File: src/rtl/lane_block_track.sv
// Per-lane tracker for falling note blocks: spawns on chart beats, moves blocks down, retires misses.
// Optional hit judging is compiled in with `define LANE_HIT_JUDGE_EN.
module lane_block_track #(
   parameter int SLOTS    = 4,
   parameter int H_TOP    = 120,
   parameter int H_BOTTOM = 720,
   parameter int STEP     = 1,
   parameter int HIT_LO   = 600
) (
   input  logic                  clk,
   input  logic                  rst,
   input  logic                  restart,
   input  logic                  stop_or_endgame,
   input  logic [6:0]            beat_cnt,
   input  logic                  spawn_en,
   input  logic                  hit,
   output logic [SLOTS*10-1:0]   block_h,
   output logic [SLOTS-1:0]      block_vld,
   output logic                  hit_ok,
   output logic                  hit_bad,
   output logic                  miss,
   output logic                  overflow
);

   localparam logic [9:0]  H_TOP_V    = 10'(H_TOP);
   localparam logic [9:0]  H_BOTTOM_V = 10'(H_BOTTOM);
   localparam logic [9:0]  HIT_LO_V   = 10'(HIT_LO);
   localparam logic [10:0] H_BOTTOM_W = 11'(H_BOTTOM);
   localparam logic [10:0] STEP_W     = 11'(STEP);

`ifdef LANE_HIT_JUDGE_EN
   localparam bit JUDGE_EN = 1'b1;
`else
   localparam bit JUDGE_EN = 1'b0;
`endif

   logic [6:0]       pre_beat_reg;
   logic [9:0]       h_reg [SLOTS];
   logic [SLOTS-1:0] vld_reg;
   logic             hit_ok_reg, hit_bad_reg, miss_reg, overflow_reg;

   logic             clr;
   logic             run;
   logic             beat_add;
   logic             spawn_req;
   logic             any_free;
   logic             hit_act;
   logic             win_found;
   logic [9:0]       best_h;
   logic [SLOTS-1:0] in_win;
   logic [SLOTS-1:0] best_sel;
   logic [SLOTS-1:0] hit_sel;
   logic [SLOTS-1:0] spawn_sel;
   logic [SLOTS-1:0] retire;

   assign clr       = rst | restart;
   assign run       = ~stop_or_endgame;
   assign beat_add  = (beat_cnt != pre_beat_reg);
   assign spawn_req = beat_add & spawn_en & run;
   assign hit_act   = JUDGE_EN & hit & run;

   // Pick the in-window block closest to the bottom; strict '>' keeps the lowest index on a tie.
   always_comb begin
      win_found = 1'b0;
      best_h    = '0;
      best_sel  = '0;
      for (int i = 0; i < SLOTS; i++) begin
         if (in_win[i] && (!win_found || h_reg[i] > best_h)) begin
            win_found   = 1'b1;
            best_h      = h_reg[i];
            best_sel    = '0;
            best_sel[i] = 1'b1;
         end
      end
   end

   assign hit_sel = hit_act ? best_sel : '0;

   // Allocation looks only at occupancy from the start of the cycle, so a slot freed now waits a cycle.
   always_comb begin
      any_free  = 1'b0;
      spawn_sel = '0;
      for (int i = 0; i < SLOTS; i++) begin
         if (!vld_reg[i] && !any_free) begin
            any_free     = 1'b1;
            spawn_sel[i] = spawn_req;
         end
      end
   end

   generate
      for (genvar gi = 0; gi < SLOTS; gi++) begin : g_slot
         logic [10:0] sum;

         assign sum         = {1'b0, h_reg[gi]} + STEP_W;
         assign in_win[gi]  = vld_reg[gi] && (h_reg[gi] >= HIT_LO_V) && (h_reg[gi] < H_BOTTOM_V);
         assign retire[gi]  = run && vld_reg[gi] && !hit_sel[gi] && (sum >= H_BOTTOM_W);
         assign block_h[10*gi +: 10] = h_reg[gi];

         always_ff @(posedge clk) begin
            if (clr) begin
               vld_reg[gi] <= 1'b0;
               h_reg[gi]   <= H_BOTTOM_V;
            end else if (run) begin
               if (hit_sel[gi]) begin
                  vld_reg[gi] <= 1'b0;
                  h_reg[gi]   <= H_BOTTOM_V;
               end else if (vld_reg[gi]) begin
                  if (sum >= H_BOTTOM_W) begin
                     vld_reg[gi] <= 1'b0;
                     h_reg[gi]   <= H_BOTTOM_V;
                  end else begin
                     h_reg[gi] <= sum[9:0];
                  end
               end else if (spawn_sel[gi]) begin
                  vld_reg[gi] <= 1'b1;
                  h_reg[gi]   <= H_TOP_V;
               end
            end
         end
      end
   endgenerate

   always_ff @(posedge clk) begin
      if (clr) begin
         pre_beat_reg <= '0;
         hit_ok_reg   <= 1'b0;
         hit_bad_reg  <= 1'b0;
         miss_reg     <= 1'b0;
         overflow_reg <= 1'b0;
      end else begin
         pre_beat_reg <= beat_cnt;
         hit_ok_reg   <= hit_act & win_found;
         hit_bad_reg  <= hit_act & ~win_found;
         miss_reg     <= |retire;
         overflow_reg <= spawn_req & ~any_free;
      end
   end

   assign block_vld = vld_reg;
   assign hit_ok    = hit_ok_reg;
   assign hit_bad   = hit_bad_reg;
   assign miss      = miss_reg;
   assign overflow  = overflow_reg;

endmodule

File: config.mk
export PLATFORM = sky130hd
export DESIGN_NAME = lane_block_track
export DESIGN_NICKNAME = d
export VERILOG_FILES = /design/src/rtl/lane_block_track.sv
export SDC_FILE = /design/constraint.sdc
export NUM_CORES = 1
export LEC_CHECK = 0
export ABC_AREA = 0
export CAP_MARGIN = 0
export CELL_PAD_IN_SITES_DETAIL_PLACEMENT = 0
export CELL_PAD_IN_SITES_GLOBAL_PLACEMENT = 1
export CORE_MARGIN = 2
export CORE_UTILIZATION = 36
export DETAILED_ROUTE_END_ITERATION = 12
export PLACE_DENSITY = 0.74
export RECOVER_POWER = 100
export SYNTH_ARGS = -nofsm -noshare
export SYNTH_HDL_FRONTEND = slang
export SYNTH_SLANG_ARGS = --single-unit
File: constraint.sdc
create_clock -name clk -period 2.74 [get_ports clk]
set_clock_uncertainty 0.1 [all_clocks]
set_input_delay 0.274 -clock clk [delete_from_list [all_inputs] [get_ports clk]]
set_output_delay 0.274 -clock clk [all_outputs]
set_load 0.02 [all_outputs]
# Word level (Yosys, flattened, before mapping)
# Memory sizes are Yosys's and may differ from the RTL's.
# Cells that the tools add are included.
dict set report word_totals {
  regBits 13
  ramBits 40
  out_inout_bits 48
  elab_cells 138
  mem_count 1
}
dict set report classes {
  addsub 4
  order_cmp 4
  eq_ne 1
  n_mux 86
  bitwise_logic 18
  reduce_logical 17
}
# memory words word_bits rd rd_clocked_by_memory_dff wr line_no
set mem_list {}
lappend mem_list {h_reg 4 10 4 0 4 38} ;# logic [9:0] h_reg [SLOTS];
# operator n
set ops {}
lappend ops {{10-bit 2-to-1 mux} 12}
lappend ops {{1-bit 2-to-1 mux} 74}
lappend ops {{10-bit by 1-bit adder with 11-bit output (second input constant)} 4}
lappend ops {{11-bit by 10-bit >= comparator with 1-bit output (second input constant)} 4}
lappend ops {{1-bit bitwise OR} 13}
lappend ops {{1-bit logical AND} 11}
lappend ops {{7-bit != test} 1}
lappend ops {{1-bit logical NOT} 5}
lappend ops {{4-bit OR reduction} 1}
lappend ops {{1-bit AND} 3}
lappend ops {{1-bit inverter} 2}

# Logic depth before layout (Yosys ltp)
# Gate-level depths: netlist (run 1).
dict set report logic_depth {
  depth_word 15
  ltp_mapped 8
  mapped_depth_nobuf 7
}

# Worst setup path after synthesis (run 1)
# Ideal clock, no wire load.
dict set report synth_timing {
  kind {register to register}
  start {memory h_reg[0][0]}
  end {memory h_reg[0][6] (data pin)}
  arrival_time_ns 2.409
  setup_slack_ns -0.034
  stages_incl_launch_ff 8
  n_path_buf 0
  period_less_slack_ns 2.774
  path_cell_list {edfxtp_1 > ha_1 > and3_4 > or3_1 > a32o_2 > a221oi_4 > nand3_4 > or3b_1}
}
# element line_no
set synth_lines {}
lappend synth_lines {{from (decl)} 38}

==> results of run 1 <==
synth_stat cells (8+ instances only):
cell type,number
sky130_fd_sc_hd__edfxtp_1,40
sky130_fd_sc_hd__nand2_1,23
sky130_fd_sc_hd__xnor2_1,22
sky130_fd_sc_hd__and2_1,17
sky130_fd_sc_hd__nor2_1,17
sky130_fd_sc_hd__nand3_1,16
sky130_fd_sc_hd__o21ai_0,15
sky130_fd_sc_hd__and3_1,13
sky130_fd_sc_hd__dfxtp_1,13
sky130_fd_sc_hd__xor2_1,13
sky130_fd_sc_hd__a21oi_1,11
sky130_fd_sc_hd__nand4_1,9
sky130_fd_sc_hd__clkbuf_1,8
cell families after synthesis:
kind of cell,count (synthesis),share of synthesized area [%]
xor+xnor,35,9.84
simple gates,129,23.8
flops,53,46.9
other cells,1,0.120
buf+inv,19,2.89
compound gates,64,14.8
fa+ha+maj,4,1.61
layout make-up:
type,count,share of cell area (%)
multi-input combinational,234,40.2
timing repair buffer,69,16.4
sequential,53,37.4
tap,105,3.36
clock inverter,2,0.256
inverter,5,0.481
clock buffer,6,1.86
power breakdown:
| part | total (mW) | internal (mW) | switching (mW) |
|---|---|---|---|
| clock network | 0.434 | 0.178 | 0.256 |
| registers | 0.909 | 0.883 | 0.0266 |
| logic | 0.160 | 0.0727 | 0.0869 |
critical path, cell delays in order (launching register included):
cell and delay, ns:
sky130_fd_sc_hd__edfxtp_1 0.43, sky130_fd_sc_hd__ha_2 0.22, sky130_fd_sc_hd__and3_4 0.19, sky130_fd_sc_hd__or3_1 0.30, sky130_fd_sc_hd__a32o_2 0.28, sky130_fd_sc_hd__a221oi_4 0.37
sky130_fd_sc_hd__nand3_4 0.10, sky130_fd_sc_hd__buf_4 0.18, sky130_fd_sc_hd__o21a_1 0.18
stage by stage:
step           instance area, um^2  hold WS [ns]
3_5_place_dp                  3840         0.461
5_1_grt                       3910         0.491
4_1_cts                       3920         0.467
3_3_place_gp                  3840         0.463
2_1_floorplan                 3120         0.296
6_report                      3910         0.466
worst max-delay path by stage:
stage	start	cells past startpoint	end	slack (ns)
2_1_floorplan	h_reg[0][0]	7	h_reg[0][6]	0.008
3_3_place_gp	h_reg[0][1]	8	h_reg[0][7]	0.16
3_5_place_dp	h_reg[0][1]	8	h_reg[0][9]	0.13
4_1_cts	h_reg[0][1]	8	h_reg[0][9]	0.12
5_1_grt	h_reg[0][1]	7	h_reg[0][6]	0.005
6_report	h_reg[0][1]	8	h_reg[0][9]	0.13
layer usage:
metal	global-route usage, %	vias up
met1	20.2	1162
met3	3.03	5
met2	23.0	40
li1	-	1266
met4	4.66	0
met5	0	-
==> impl_summary.txt, run 1 <==
----------------------------------------------------
[Outcome]
  Result of the run ... completed

[Min path]
  Hold crit path type ... flip-flop to flip-flop
  Number of instances on the worst hold path ... 2
  Hold path endpoint ... block_vld[3]
  Hold Startpoint ... block_vld[3]

[Yosys]
  Area share of the leading cell type in the synthesized netlist ... 38.6%
  Biggest area consumer among synthesized cells ... sky130_fd_sc_hd__edfxtp_1
  Fraction of registers with async set/reset ... 0%
  Sequential area share after synthesis ... 46.9%
  Number of cells produced by synthesis ... 305
  Cells taking the most area after synthesis ... sky130_fd_sc_hd__edfxtp_1, sky130_fd_sc_hd__dfxtp_1, sky130_fd_sc_hd__xnor2_1
  Post-synthesis register bit count ... 53
  Number of distinct standard cells referenced by the synthesized netlist ... 59
  Synthesized area ... 3110 um^2
  EDFF count, synth ... 40
  Synth Flop Type ... sky130_fd_sc_hd__edfxtp_1
  Average size of a mapped cell ... 10.2 um^2
  Warnings, synthesis ... 0

[Routing]
  Routed metal-1 wire length ... 3370 um
  Drc violations ... 0
  Met2 wire len ... 3050 um
  Drt first-iter violations ... 75
  Max layer used ... met4
  Drt total wl ... 6780 um
  WL per Instance ... 14.3 um
  TritonRoute pass-1 iters ... 4
  Detail-routed via count per cell ... 5.22
  Vias after detailed routing ... 2,473
  Routed Antenna Nets ... 0
  Met3 Wirelength ... 275 um

[Clock network]
  Resize count post-CTS ... 0
  Number of hold buffers added after CTS ... 0
  TritonCTS Buffers ... 5
  Buffer depth of the longest clock path ... 2
  Max H-tree Level ... 2
  Clock edge transition at the registers on the reported setup and hold paths ... 0.10 ns
  Number of sinks on the clock net ... 53
  CTS tree ... done
  Root Buffer ... sky130_fd_sc_hd__clkbuf_8
  Clock latency of the later-clocked register in the worst-skew pair ... 0.31 ns
  Post-CTS setup buffers ... 0

[STA]
  RSZ-0062 raised after global routing ... false
  Slew margin rel. ... 59.3%
  Max Transition Viols Final ... 0
  Transition time at the pin with the least slew margin ... 0.611 ns
  Tmin final ... 2.61 ns
  Final hold vios ... 0
  Max Clk Rate ... 384 MHz
  Final setup vio count ... 0
  Smallest setup slack after layout ... 0.134 ns
  Final cycle utilization of the critical path ... 95.1%
  Setup TNS ... 0 ns

[Die]
  Die outline area ... 9410 um^2
  Initial core utilization ... 37.5%
  Floorplan Core Area ... 8300 um^2
  Width of the chip ... 97.0 um
  Number of top-level pins ... 61
  Height of the die ... 97.0 um
  Number of rows in the core area ... 33

[Place]
  Cells after DPL ... 466
  Count of buffers from port buffering ... 57
  Worst slack after detailed placement ... 0.127 ns
  Total half-perimeter wirelength after legalization and detailed placement ... 5010 um
  Placer Congestion ... 0.813

[Final layout]
  Layout area overhead ... 25.4%
  Commonest non-fill, non-tap cells in the layout ... sky130_fd_sc_hd__dlygate4sd3_1, sky130_fd_sc_hd__edfxtp_1, sky130_fd_sc_hd__nand2_1, sky130_fd_sc_hd__xnor2_1, sky130_fd_sc_hd__nor2_1
  Total area of sequential cells ... 1460 um^2
  Utilization after layout ... 47.1%
  Share of cells above drive strength 1 ... 6.23%
  Number of antenna repair diodes ... 0
  Area of combinational cells with multiple inputs ... 1570 um^2
  Final-stage net count ... 385
  Number of flip-flops under the largest register name ... 40
  Fillers ... 790
  Most frequent standard cell in the layout excluding fill and tap cells ... sky130_fd_sc_hd__dlygate4sd3_1
  Count of non-filler cells in the finished layout ... 474

[Global routing]
  Largest net degree at the start of global routing ... 16
  Sum of overflow across all layers after global routing ... 0
  Global-route total usage across every layer ... 14.6%
  Initial antenna violation count ... 0
  Vias in the first global route ... 2,329
  Wire length of the first global-routing pass ... 11,500 um

[Critical path]
  Start of the worst register-to-register path ... h_reg[0][1]
  Slack of the worst reg-to-reg path ... 0.13 ns
  Startpoint kind of the worst setup timing path ... flip-flop
  CP Capture Type ... flip-flop
  Peak fanout along the critical path ... 8
  Reg2reg path depth ... 8
  Endpoint of the most critical register-to-register path ... h_reg[0][9]
  Critical Path RT ... 2.71 ns
  Arrival time reported for the critical path endpoint ... 2.57 ns
  CP Class ... flip-flop to flip-flop

[Power and ir drop]
  Total power draw ... 1.50 mW
  Power density cells ... 385 nW/um^2
  Static Leakage ... 1.35 nW
  Peak supply drop ... 197 uV

[Job]
  Max_cap viols ... 0

----------------------------------------------------
Note: power is estimated with default switching activity, not from simulation.
==> run 2: changes to the inputs <==
CORE_UTILIZATION = 40   (was 36)
PLACE_DENSITY = 0.78   (was 0.74)
clock period = 2.4 ns   (was 2.74 ns; I/O delays follow)
==> impl_summary.txt, run 2 (synthesis results as in run 1) <==
----------------------------------------------------
[Critical path]
  Slack of the worst reg-to-reg path ... -0.09 ns
  Critical Path RT ... 2.36 ns
  Startpoint kind of the worst setup timing path ... flip-flop
  CP Capture Type ... flip-flop
  CP Class ... flip-flop to flip-flop
  Arrival time reported for the critical path endpoint ... 2.45 ns
  Reg2reg path depth ... 7
  Endpoint of the most critical register-to-register path ... h_reg[0][6]
  Start of the worst register-to-register path ... h_reg[0][1]
  Peak fanout along the critical path ... 2

[Final layout]
  Final-stage net count ... 425
  Commonest non-fill, non-tap cells in the layout ... sky130_fd_sc_hd__buf_4, sky130_fd_sc_hd__dlygate4sd3_1, sky130_fd_sc_hd__edfxtp_1, sky130_fd_sc_hd__nand2_1, sky130_fd_sc_hd__xnor2_1
  Share of cells above drive strength 1 ... 19.8%
  Number of flip-flops under the largest register name ... 40
  Final Instance Area ... 4280 um^2
  Layout area overhead ... 37.4%
  Fillers ... 714
  Most frequent standard cell in the layout excluding fill and tap cells ... sky130_fd_sc_hd__buf_4
  Count of non-filler cells in the finished layout ... 511
  Number of antenna repair diodes ... 0

[STA]
  Final setup vio count ... 5
  Max Clk Rate ... 402 MHz
  Final cycle utilization of the critical path ... 104%
  Max Transition Viols Final ... 0
  Smallest setup slack after layout ... -0.0856 ns
  Final hold vios ... 0
  Setup TNS ... -0.191 ns
  Slew margin rel. ... 58.6%
  RSZ-0062 raised after global routing ... true
  Tmin final ... 2.49 ns
  Transition time at the pin with the least slew margin ... 0.621 ns

[Clock network]
  Buffer depth of the longest clock path ... 2
  CTS tree ... done
  Clock latency of the later-clocked register in the worst-skew pair ... 0.30 ns
  Root Buffer ... sky130_fd_sc_hd__clkbuf_8
  Max H-tree Level ... 2
  Number of sinks on the clock net ... 53
  Number of hold buffers added after CTS ... 0
  TritonCTS Buffers ... 5
  Clock edge transition at the registers on the reported setup and hold paths ... 0.10 ns

[Global routing]
  Routing usage on met1 ... 23.4%
  Largest net degree at the start of global routing ... 16
  Wire length of the first global-routing pass ... 12,000 um
  Initial antenna violation count ... 0
  Met2 layer usage reported by global route ... 28.2%
  Vias in the first global route ... 2,453
  Global-route total usage across every layer ... 17.3%
  Met3 Resource Use GR ... 2.96%
  Most utilized layer in the global route result ... met2
  Sum of overflow across all layers after global routing ... 0

[Place]
  Total half-perimeter wirelength after legalization and detailed placement ... 5270 um
  Total cell area at the placement stage ... 4060 um^2
  Count of buffers from port buffering ... 57
  Placer Congestion ... 0.830
  Cells after DPL ... 488
  Worst slack after detailed placement ... -0.0646 ns

[Power and ir drop]
  Power density cells ... 411 nW/um^2
  Peak supply drop ... 276 uV
  Total power draw ... 1.76 mW
  Static Leakage ... 1.55 nW

[Die]
  Width of the chip ... 92.2 um
  Initial core utilization ... 40.7%
  Die outline area ... 8510 um^2
  Floorplan Core Area ... 7650 um^2
  Number of top-level pins ... 61
  Height of the die ... 92.2 um
  Number of rows in the core area ... 32

[Min path]
  Number of instances on the worst hold path ... 2
  Hold Startpoint ... beat_cnt[1]
  Hold crit path type ... input pin to flip-flop
  Hold path endpoint ... pre_beat_reg[1]

[Outcome]
  Violated checks ... setup timing
  Result of the run ... finished, violations left

[Routing]
  WL per Instance ... 14.2 um
  Drt first-iter violations ... 91
  Vias after detailed routing ... 2,713
  TritonRoute pass-1 iters ... 4
  Drc violations ... 0
  Routed Antenna Nets ... 0
  Drt total wl ... 7250 um
  Detail-routed via count per cell ... 5.31

[Job]
  Max_cap viols ... 0

----------------------------------------------------
-- run 2: cell types whose count changed in the layout (fill, tap and decap cells not counted), moves of 3 or more --
cell / delta
sky130_fd_sc_hd__and2_0: -6
sky130_fd_sc_hd__and2_1: +4
sky130_fd_sc_hd__buf_4: +39
sky130_fd_sc_hd__clkdlybuf4s50_1: +4
sky130_fd_sc_hd__dlygate4sd3_1: -4
sky130_fd_sc_hd__ha_1: -3
sky130_fd_sc_hd__ha_2: +3
sky130_fd_sc_hd__o21ai_0: -3
sky130_fd_sc_hd__o21ai_1: +3
-- run 2: repair_timing --
item / 4_1_cts / 5_1_grt
gates resized for setup: 0 / 14
endpoints found under the setup margin: 5 / 26
pin swaps: 0 / 13
buffers inserted: 3 / 12
-- run 2: report_power, final --
group / total, mW / switching (mW) / internal [mW]
Combinational: 0.222 / 0.113 / 0.109
Clock: 0.502 / 0.295 / 0.208
Sequential: 1.03 / 0.0252 / 1.01
-- run 2: how the worst max path moves through the flow --
| stage | startpoint | endpoint | slack (ns) | cells past startpoint |
|---|---|---|---|---|
| final | h_reg[0][1] | h_reg[0][6] | -0.09 | 7 |
| after CTS | h_reg[0][0] | h_reg[0][6] | -0.07 | 7 |
| after floorplan | h_reg[0][0] | h_reg[0][6] | -0.33 | 7 |
| after global routing | h_reg[0][1] | h_reg[0][6] | -0.18 | 7 |
| after global placement | h_reg[0][0] | h_reg[0][6] | -0.04 | 7 |
| after detailed placement | h_reg[0][1] | h_reg[0][6] | -0.06 | 7 |
-- run 2: stage by stage --
step	hold slack (ns)	util [%]
global route	0.449	55.9
detailed placement	0.465	53.1
finish	0.451	55.9
global placement	0.474	53.1
CTS	0.439	54.5
floorplan	0.262	-
-- run 2: final cells by class --
type                       count  area (um^2)  area share (%)
clock buffer                   7         76.3            1.78
clock inverter                 1         7.51           0.175
inverter                       5         18.8           0.439
multi-input combinational    234         1640            38.3
sequential                    53         1460            34.2
tap                          102          128            2.98
timing repair buffer         109          948            22.2
-- run 2: worst max-delay path, cell delays in order, from the launching register on --
cell	delay (ns)
sky130_fd_sc_hd__edfxtp_1	0.41
sky130_fd_sc_hd__ha_2	0.21
sky130_fd_sc_hd__and3_4	0.17
sky130_fd_sc_hd__or3_1	0.30
sky130_fd_sc_hd__a32o_2	0.27
sky130_fd_sc_hd__a221oi_4	0.34
sky130_fd_sc_hd__nand3_4	0.10
sky130_fd_sc_hd__or3b_1	0.34
-- run 2: per-layer routing --
layer / wire length [um] / vias up
met3: 257 / 6
li1: - / 1347
met5: 0 / -
met4: 73 / 0
met1: 3310 / 1309
met2: 3610 / 51
==> run 3: changes to the inputs <==
SLEW_MARGIN = 20   (was unset)
==> results of run 3 <==
Same layout as run 2: the final DEF is identical, and so are final timing and power.
